<file path="config.mk">
export PLATFORM = sky130hd
export DESIGN_NAME = divmmc_spi
export DESIGN_NICKNAME = d
export VERILOG_FILES = /design/src/rtl/divmmc_spi.sv
export SDC_FILE = /design/constraint.sdc
export NUM_CORES = 1
export LEC_CHECK = 0
export CORE_UTILIZATION = 35
export DETAILED_ROUTE_END_ITERATION = 8
export GPL_ROUTABILITY_DRIVEN = 0
export HOLD_SLACK_MARGIN = 0.1
export PLACE_DENSITY = 0.61
export SETUP_SLACK_MARGIN = 0.02
export SLEW_MARGIN = 10
export SYNTH_ARGS = -nofsm -noshare
export SYNTH_HDL_FRONTEND = slang
export SYNTH_SLANG_ARGS = --single-unit
</file>
<file path="constraint.sdc">
create_clock -name clock -period 3.8 [get_ports clock]
set_input_delay 0.76 -clock clock [delete_from_list [all_inputs] [get_ports clock]]
set_output_delay 0.76 -clock clock [all_outputs]
set_load 0.02 [all_outputs]
</file>
<file path="src/rtl/divmmc_spi.sv">
// DivMMC SPI master: Z80 port strobes become 8-bit mode-0 SPI exchanges, MSB first.
// Latency 16*DIV cycles from strobe to q; start strobes while busy are dropped, csW always applies.
module divmmc_spi #(
    parameter int DIV = 2
) (
    input  logic       clock,
    input  logic       reset,
    input  logic [7:0] d,
    input  logic       csW,
    input  logic       txW,
    input  logic       rxR,
    output logic [7:0] q,
    output logic       busy,
    output logic       sdcCs,
    output logic       sdcCk,
    output logic       sdcMosi,
    input  logic       sdcMiso
);

    typedef enum logic [1:0] {
        S_IDLE,
        S_LO,
        S_HI
    } state_t;

    localparam logic [7:0] HALF_LAST = 8'(DIV - 1);

    state_t     r_state;
    logic [7:0] r_half;
    logic [2:0] r_bit;
    logic [7:0] r_tx;
    logic [7:0] r_rx;
    logic [7:0] r_q;
    logic       r_busy;
    logic       r_cs;
    logic       r_ck;
    logic       r_mosi;

    logic       w_start;
    logic [7:0] w_tx_byte;
    logic       w_half_done;

    // txW takes priority; a read strobe clocks out all-ones to fetch the next byte
    assign w_start     = txW | rxR;
    assign w_tx_byte   = txW ? d : 8'hFF;
    assign w_half_done = (r_half == HALF_LAST);

    always_ff @(posedge clock) begin
        if (reset) begin
            r_state <= S_IDLE;
            r_half  <= 8'd0;
            r_bit   <= 3'd0;
            r_tx    <= 8'hFF;
            r_rx    <= 8'hFF;
            r_q     <= 8'hFF;
            r_busy  <= 1'b0;
            r_cs    <= 1'b1;
            r_ck    <= 1'b0;
            r_mosi  <= 1'b1;
        end else begin
            if (csW) begin
                r_cs <= d[0];
            end
            case (r_state)
                S_IDLE: begin
                    if (w_start) begin
                        r_state <= S_LO;
                        r_tx    <= w_tx_byte;
                        r_mosi  <= w_tx_byte[7];
                        r_bit   <= 3'd0;
                        r_half  <= 8'd0;
                        r_busy  <= 1'b1;
                    end
                end
                S_LO: begin
                    if (w_half_done) begin
                        r_half  <= 8'd0;
                        r_ck    <= 1'b1;
                        r_rx    <= {r_rx[6:0], sdcMiso};
                        r_state <= S_HI;
                    end else begin
                        r_half <= r_half + 8'd1;
                    end
                end
                S_HI: begin
                    if (w_half_done) begin
                        r_half <= 8'd0;
                        r_ck   <= 1'b0;
                        if (r_bit != 3'd7) begin
                            r_tx    <= {r_tx[6:0], 1'b1};
                            r_mosi  <= r_tx[6];
                            r_bit   <= r_bit + 3'd1;
                            r_state <= S_LO;
                        end else begin
                            r_mosi  <= 1'b1;
                            r_q     <= r_rx;
                            r_busy  <= 1'b0;
                            r_state <= S_IDLE;
                        end
                    end else begin
                        r_half <= r_half + 8'd1;
                    end
                end
                default: r_state <= S_IDLE;
            endcase
        end
    end

    assign q       = r_q;
    assign busy    = r_busy;
    assign sdcCs   = r_cs;
    assign sdcCk   = r_ck;
    assign sdcMosi = r_mosi;

endmodule

</file>
==> results.txt, run 1 <==
Initial antenna violation count - 0
CTS tree - built
Fin worst setup slack - 1.686 ns
DR iter-0 viols - 79
Mapped Avg Cell Area - 9.573 sq um
Worst-margin pin slew - 0.6146 ns
Fin. Hold Viols - 0
Ports - 26
Main combinational cell family by area after synthesis - compound AO/OA/AOI/OAI gates
Hold_sp - r_rx[7]
Pwr Total - 1.270 mW
Xor/xnor cell area share of the yosys netlist - 3.336%
CTS root buf - clkbuf_8
Fillcell total - 505
Fin crit share - 55.64%
Yosys cell types - 42
PwrDens - 546.8 nW/um^2
Post-Synthesis Cells - 192
RR Startpoint - r_half[0]
Crit path max-delay family - simple AND/OR/NAND/NOR gates
Seq cells post-synth - 40
Synth top area cells - dfxtp_1 (44%), a211o_1 (7.1%), ha_1 (5.4%)
Multi-input gate area - 954.7 sq um
Die ar. - 5545 sq um
CP max FO - 17
Max-slew violations - 0
Clock skew - 0.008271 ns
Vias in the first global route - 1,345
Setup repair after global routing missed its margin - no
Area grow syn2layout - 26.41%
Post-synth net total - 214
Register area - 800.8 sq um
Worst IR Drop VDD - 0.2671 mV
Multiplexer share of the synthesized area - 4.969%
Resized cells post-CTS - 0
Minimum clock period - 2.114 ns
Slowest cell on the critical path - nand3_1
Vias - 1,461
Synth Area in Adders - 5.446%
Final Util - 45.78%
Routed Antenna Nets - 0
Cell taking the most area after synthesis - dfxtp_1
PortBufs - 25
Clock sink total - 40
Core area - 5075 sq um
# diodes - 0
Post-CTS Setup Bufs - 0
Total CTS buffers - 5
WL per Instance - 12.26 um
Crit path DAT - 2.29 ns
EDFF count, synth - 0
Synth Area in Compound Gates - 19.67%
WP buf/inv - 0
Final instance area - 2323 sq um
Grt total ovfl - 0
Largest stage delay, worst path - 0.56 ns
Synth Flop Type - dfxtp_1
HP Class - flop to flop
Hold Buf Count CTS - 0
CP Capture Type - flop
Initial Utilization - 36.22%
Cell Rows - 26
Relative slew slack - 58.91%
Highest Clock Rate - 473.0 MHz
Insertion delay to the later sink of the worst-skew pair - 0.29 ns
Post-synthesis sequential area ratio - 43.57%
Status - finished clean
Setup violation total in the final timing report - 0
Leakage power - 0.9161 nW
Async SR Flop Fraction - 0%
Worst-case clock buffer depth - 2
Synth top area share - 43.57%
Drt drc - 0
Maxcap violations - 0
Startpoint types - flop
Data required, critical path - 3.98 ns
Drt via density - 5.038
Crit path kind - flop to flop
Synth warnings - 0
First-pass GRT wire length - 5.892 mm
Post-Syn Area - 1838 sq um
Worst slack at placement - 1.399 ns
DPL Wire Length - 2.435 mm
Simple logic cell fraction of the synthesized area - 18.52%
WL final - 3.554 mm
Largest net degree at the start of global routing - 19
Die width - 74.47 um
Layout cell share with drive strength beyond 1 - 8.182%
Die height - 74.47 um
DRT Pass-1 Iters - 5
Clk pin slew, worst setup/hold paths - 0.08 ns
Nets@finish - 241
Crit-path cells - ha_1 -> nor4b_2 -> nand3_1 -> a211o_1
Setup TNS - 0 ns
Tot GR Track Use - 13.88%
Worst Setup SP - r_half[0]
Htree depth - 2
Placed cell area - 2165 sq um
worst reg2reg max path: cells and delay by family (launching register included):
| family | cells | cell delay, ns |
|---|---|---|
| and+or+nand+nor | 2 | 0.97 |
| AOI/OAI and AO/OA | 1 | 0.44 |
| DFF | 1 | 0.40 |
| adders and majority gates | 1 | 0.19 |
stage by stage:
step | cells | hold slack, ns
after floorplan | 192 | 0.4352
after global placement | 282 | 0.4519
after detailed placement | 282 | 0.4554
after CTS | 290 | 0.4750
after global routing | 290 | 0.4929
final | 290 | 0.4720
synthesized netlist by cell type, drive strengths merged, types with 2 or more instances:
library cell / instances
dfxtp: 40
nor2: 20
a211o: 15
inv: 12
nand2b: 12
nor3: 10
ha: 8
mux2i: 8
clkbuf: 7
xnor2: 7
a21oi: 5
nand2: 5
o22ai: 5
nand3: 3
nor4: 3
o21ai: 3
a211oi: 2
a22o: 2
a31oi: 2
nor3b: 2
nor4b: 2
o31ai: 2
or3: 2
where the power goes:
part / switching [mW] / internal [mW]
Clock: 0.151 / 0.328
Sequential: 0.0330 / 0.469
Combinational: 0.157 / 0.132
Total: 0.341 / 0.930
cell usage in the layout (no fill, tap or decap), types with 4 or more instances in the layout:
master           Yosys  final
mux2i_1              8      8
nor2_1              20     20
ha_1                 8      8
a21oi_1              5      5
o22ai_1              5      5
nor3_1              10     10
a211o_1             15     15
inv_1               12     12
nand2b_1            12     12
clkdlybuf4s50_1      0     25
dfxtp_1             40     40
clkbuf_8             0      5
nand2_1              4      4
xnor2_1              7      7
cell type report:
type / instances / share of cell area [%]
clock buffer: 5 / 2.962
clock inverter: 3 / 3.877
inverter: 13 / 2.100
multi-input combinational: 131 / 41.09
sequential: 40 / 34.46
tap: 70 / 3.770
timing repair buffer: 28 / 11.74
final timing paths:
path                                end  slack, ns  depth (start not counted)
worst min register to register  r_rx[7]       0.47                          1
worst max-delay path            r_rx[0]       1.69                          4
worst min-delay path            r_rx[7]       0.47                          1
worst max register to register  r_rx[0]       1.69                          4
metal layers:
metal / wire length, um / part of all wire [%] / vias to the layer above / global-route usage (%)
li1: - / - / 747 / -
met1: 1792 / 50 / 676 / 17.23
met2: 1539 / 43 / 33 / 22.32
met5: 0 / 0 / - / 0
met3: 157 / 4.4 / 5 / 3.794
met4: 64 / 1.8 / 0 / 6.499
logic make-up after synthesis:
family / after synthesis
compound gates: 45
xor+xnor: 7
fa+ha+maj: 8
buf+inv: 21
flops: 40
mux: 9
simple gates: 62
sequential cells by signal, summed over array words and instances (netlist names):
name / cells
sdcCs: 1
busy: 1
sdcCk: 1
r_bit: 3
sdcMosi: 1
r_half: 8
r_tx: 7
q: 8
r_rx: 8
r_state: 2
No activity file was read; power rests on OpenSTA's default activity.
==> run 2, diff against run 1 <==
Settings changed: PLACE_DENSITY 0.61 to 0.63.
Clock period 3.8 ns to 1.9 ns, I/O delays scaled along.
==> run 2 against run 1 <==
The flow now finishes with violations (setup timing); sequential share of layout area decreased by 2.0 points; count of clock-buffer cells in the layout rose by 1; final cell count up 6.2%; power is 77% higher; highest routed layer unchanged.
==> results.txt, run 2 (synthesis results as in run 1) <==
Failing checks - setup timing
Maxcap violations - 0 (unchanged)
Fin crit share - 101.5% (+46 points)
Commonest non-fill, non-tap cells in the layout - dfxtp_1 (38), clkdlybuf4s50_1 (25), nor2_1 (20)
Minimum clock period - 1.929 ns (-0.1856 ns)
Insertion delay to the later sink of the worst-skew pair - 0.29 ns (about the same)
Drt drc - 0 (unchanged)
Final Util - 48.74% (+3.0 points)
Startpoint types - flop
Vias in the first global route - 1,452 (+8.0%)
PortBufs - 25 (unchanged)
Grt total ovfl - 0 (unchanged)
Die height - 74.47 um (unchanged)
DR iter-0 viols - 42 (-47%)
Initial antenna violation count - 0 (unchanged)
Final instance area - 2474 sq um (+6.5%)
Crit-path cells - inv_2 -> ha_4 -> or4b_4 -> o31a_1 -> nor4_2 -> o21bai_1
PwrDens - 907.9 nW/um^2 (+66%)
Setup repair after global routing missed its margin - yes
CTS root buf - clkbuf_8
WP buf/inv - 1 (+1)
Initial Utilization - 36.22% (unchanged)
Clock sink total - 40 (unchanged)
Cell Rows - 26 (unchanged)
Highest Clock Rate - 518.5 MHz (+9.6%)
Relative slew slack - 69.33% (+10 points)
Crit path kind - flop to flop
DRT Pass-1 Iters - 4 (-1)
HP Class - flop to flop
WL per Instance - 12.39 um (+1.1%)
CP Capture Type - flop
Largest stage delay, worst path - 0.52 ns (-0.04 ns)
Setup TNS - -0.05166 ns (-0.05166 ns)
Commonest non-fill, non-tap cell in the layout - dfxtp_1
# diodes - 0 (unchanged)
WL final - 3.815 mm (+7.3%)
Crit path DAT - 2.10 ns (-0.19 ns)
Ports - 26 (unchanged)
Drt via density - 4.867 (-3.4%)
CP max FO - 7 (-10)
Die width - 74.47 um (unchanged)
Hold Buf Count CTS - 0 (unchanged)
Nets@finish - 259 (+7.5%)
Layout cell share with drive strength beyond 1 - 20.17% (+12 points)
Post-placement cell count - 297 (+5.3%)
Routed Antenna Nets - 0 (unchanged)
Crit path max-delay family - simple AND/OR/NAND/NOR gates
Data required, critical path - 2.08 ns (-1.90 ns)
Clk pin slew, worst setup/hold paths - 0.07 ns (about the same)
Placed cell area - 2290 sq um (+5.8%)
Setup violation total in the final timing report - 2 (+2)
Leakage power - 0.9848 nW (+7.5%)
Fin. Hold Viols - 0 (unchanged)
Max-slew violations - 0 (unchanged)
Vias - 1,499 (+2.6%)
Die ar. - 5545 sq um (unchanged)
DPL Wire Length - 2.660 mm (+9.3%)
Status - finished with violations
Clock skew - 0.004389 ns (-0.003883 ns)
Area grow syn2layout - 34.58%
Worst IR Drop VDD - 0.3089 mV (+16%)
Fin worst setup slack - -0.02871 ns (-1.714 ns)
Core area - 5075 sq um (unchanged)
Total CTS buffers - 5 (unchanged)
Worst-case clock buffer depth - 2 (unchanged)
First-pass GRT wire length - 6.237 mm (+5.9%)
Htree depth - 2 (unchanged)
Tot GR Track Use - 14.58% (+0.70 points)
Largest net degree at the start of global routing - 30 (+11)
Slowest cell on the critical path - or4b_4
CTS tree - built
Worst-margin pin slew - 0.4589 ns (-0.1558 ns)
Non-filler cells, final - 308 (+6.2%)
[run 2: what timing repair did]
item,CTS,global route
setup endpoints to repair,16,37
pin swaps,3,8
setup buffers,0,2
gates resized for setup,3,17
gates cloned,0,1
[run 2: worst register-to-register path, cell delays in order (launching register included)]
cell      delay (ns)
dfxtp_2         0.32
inv_2           0.06
ha_4            0.12
or4b_4          0.52
o31a_1          0.42
nor4_2          0.27
o21bai_1        0.09
[run 2: path summary, 6_finish.rpt]
check | startpoint | end | slack (ns) | cells after the start
min | r_tx[6] | r_tx[6] | 0.47 | 1
max reg2reg | r_half[1] | r_tx[0] | -0.03 | 6
max | r_half[1] | r_tx[0] | -0.03 | 6
min reg2reg | r_tx[6] | r_tx[6] | 0.47 | 1
[run 2: layer usage]
metal	global-route usage, %	vias up	wire length [um]
li1	-	779	-
met1	18.60	693	1833
met2	23.22	22	1806
met3	3.794	5	115
met4	6.289	0	59
met5	0	-	0
[run 2: through the flow]
step	hold slack, ns	power [mW]	worst slack (ns)
after detailed placement	0.4511	1.647	-0.01515
final	0.4682	2.246	-0.02871
after floorplan	0.4352	1.438	0.06366
after global placement	0.4506	1.638	0.03792
after global routing	0.4898	2.400	-0.1200
after CTS	0.4707	2.237	0.01216
[run 2: area by class of cell]
cell class / instances / area, sq um
Fill cell: 480 / 2601
Clock buffer: 6 / 82.58
Timing Repair Buffer: 46 / 427.9
Clock inverter: 2 / 10.01
Tap cell: 70 / 87.58
Inverter: 13 / 48.80
Sequential cell: 40 / 803.3
Multi-Input combinational cell: 131 / 1013
[run 2: where the power goes]
group	total [mW]	leakage [nW]	switching [mW]	internal (mW)
clock network	0.566	0.0510	0.276	0.289
registers	1.00	0.327	0.0634	0.940
logic	0.676	0.607	0.348	0.328
total	2.25	0.985	0.688	1.56
==> run 3, diff against run 2 <==
Settings changed: CTS_BUF_LIST set to sky130_fd_sc_hd__clkbuf_8.
==> results of run 3 <==
Final layout, timing and power as in run 2 (identical DEF).
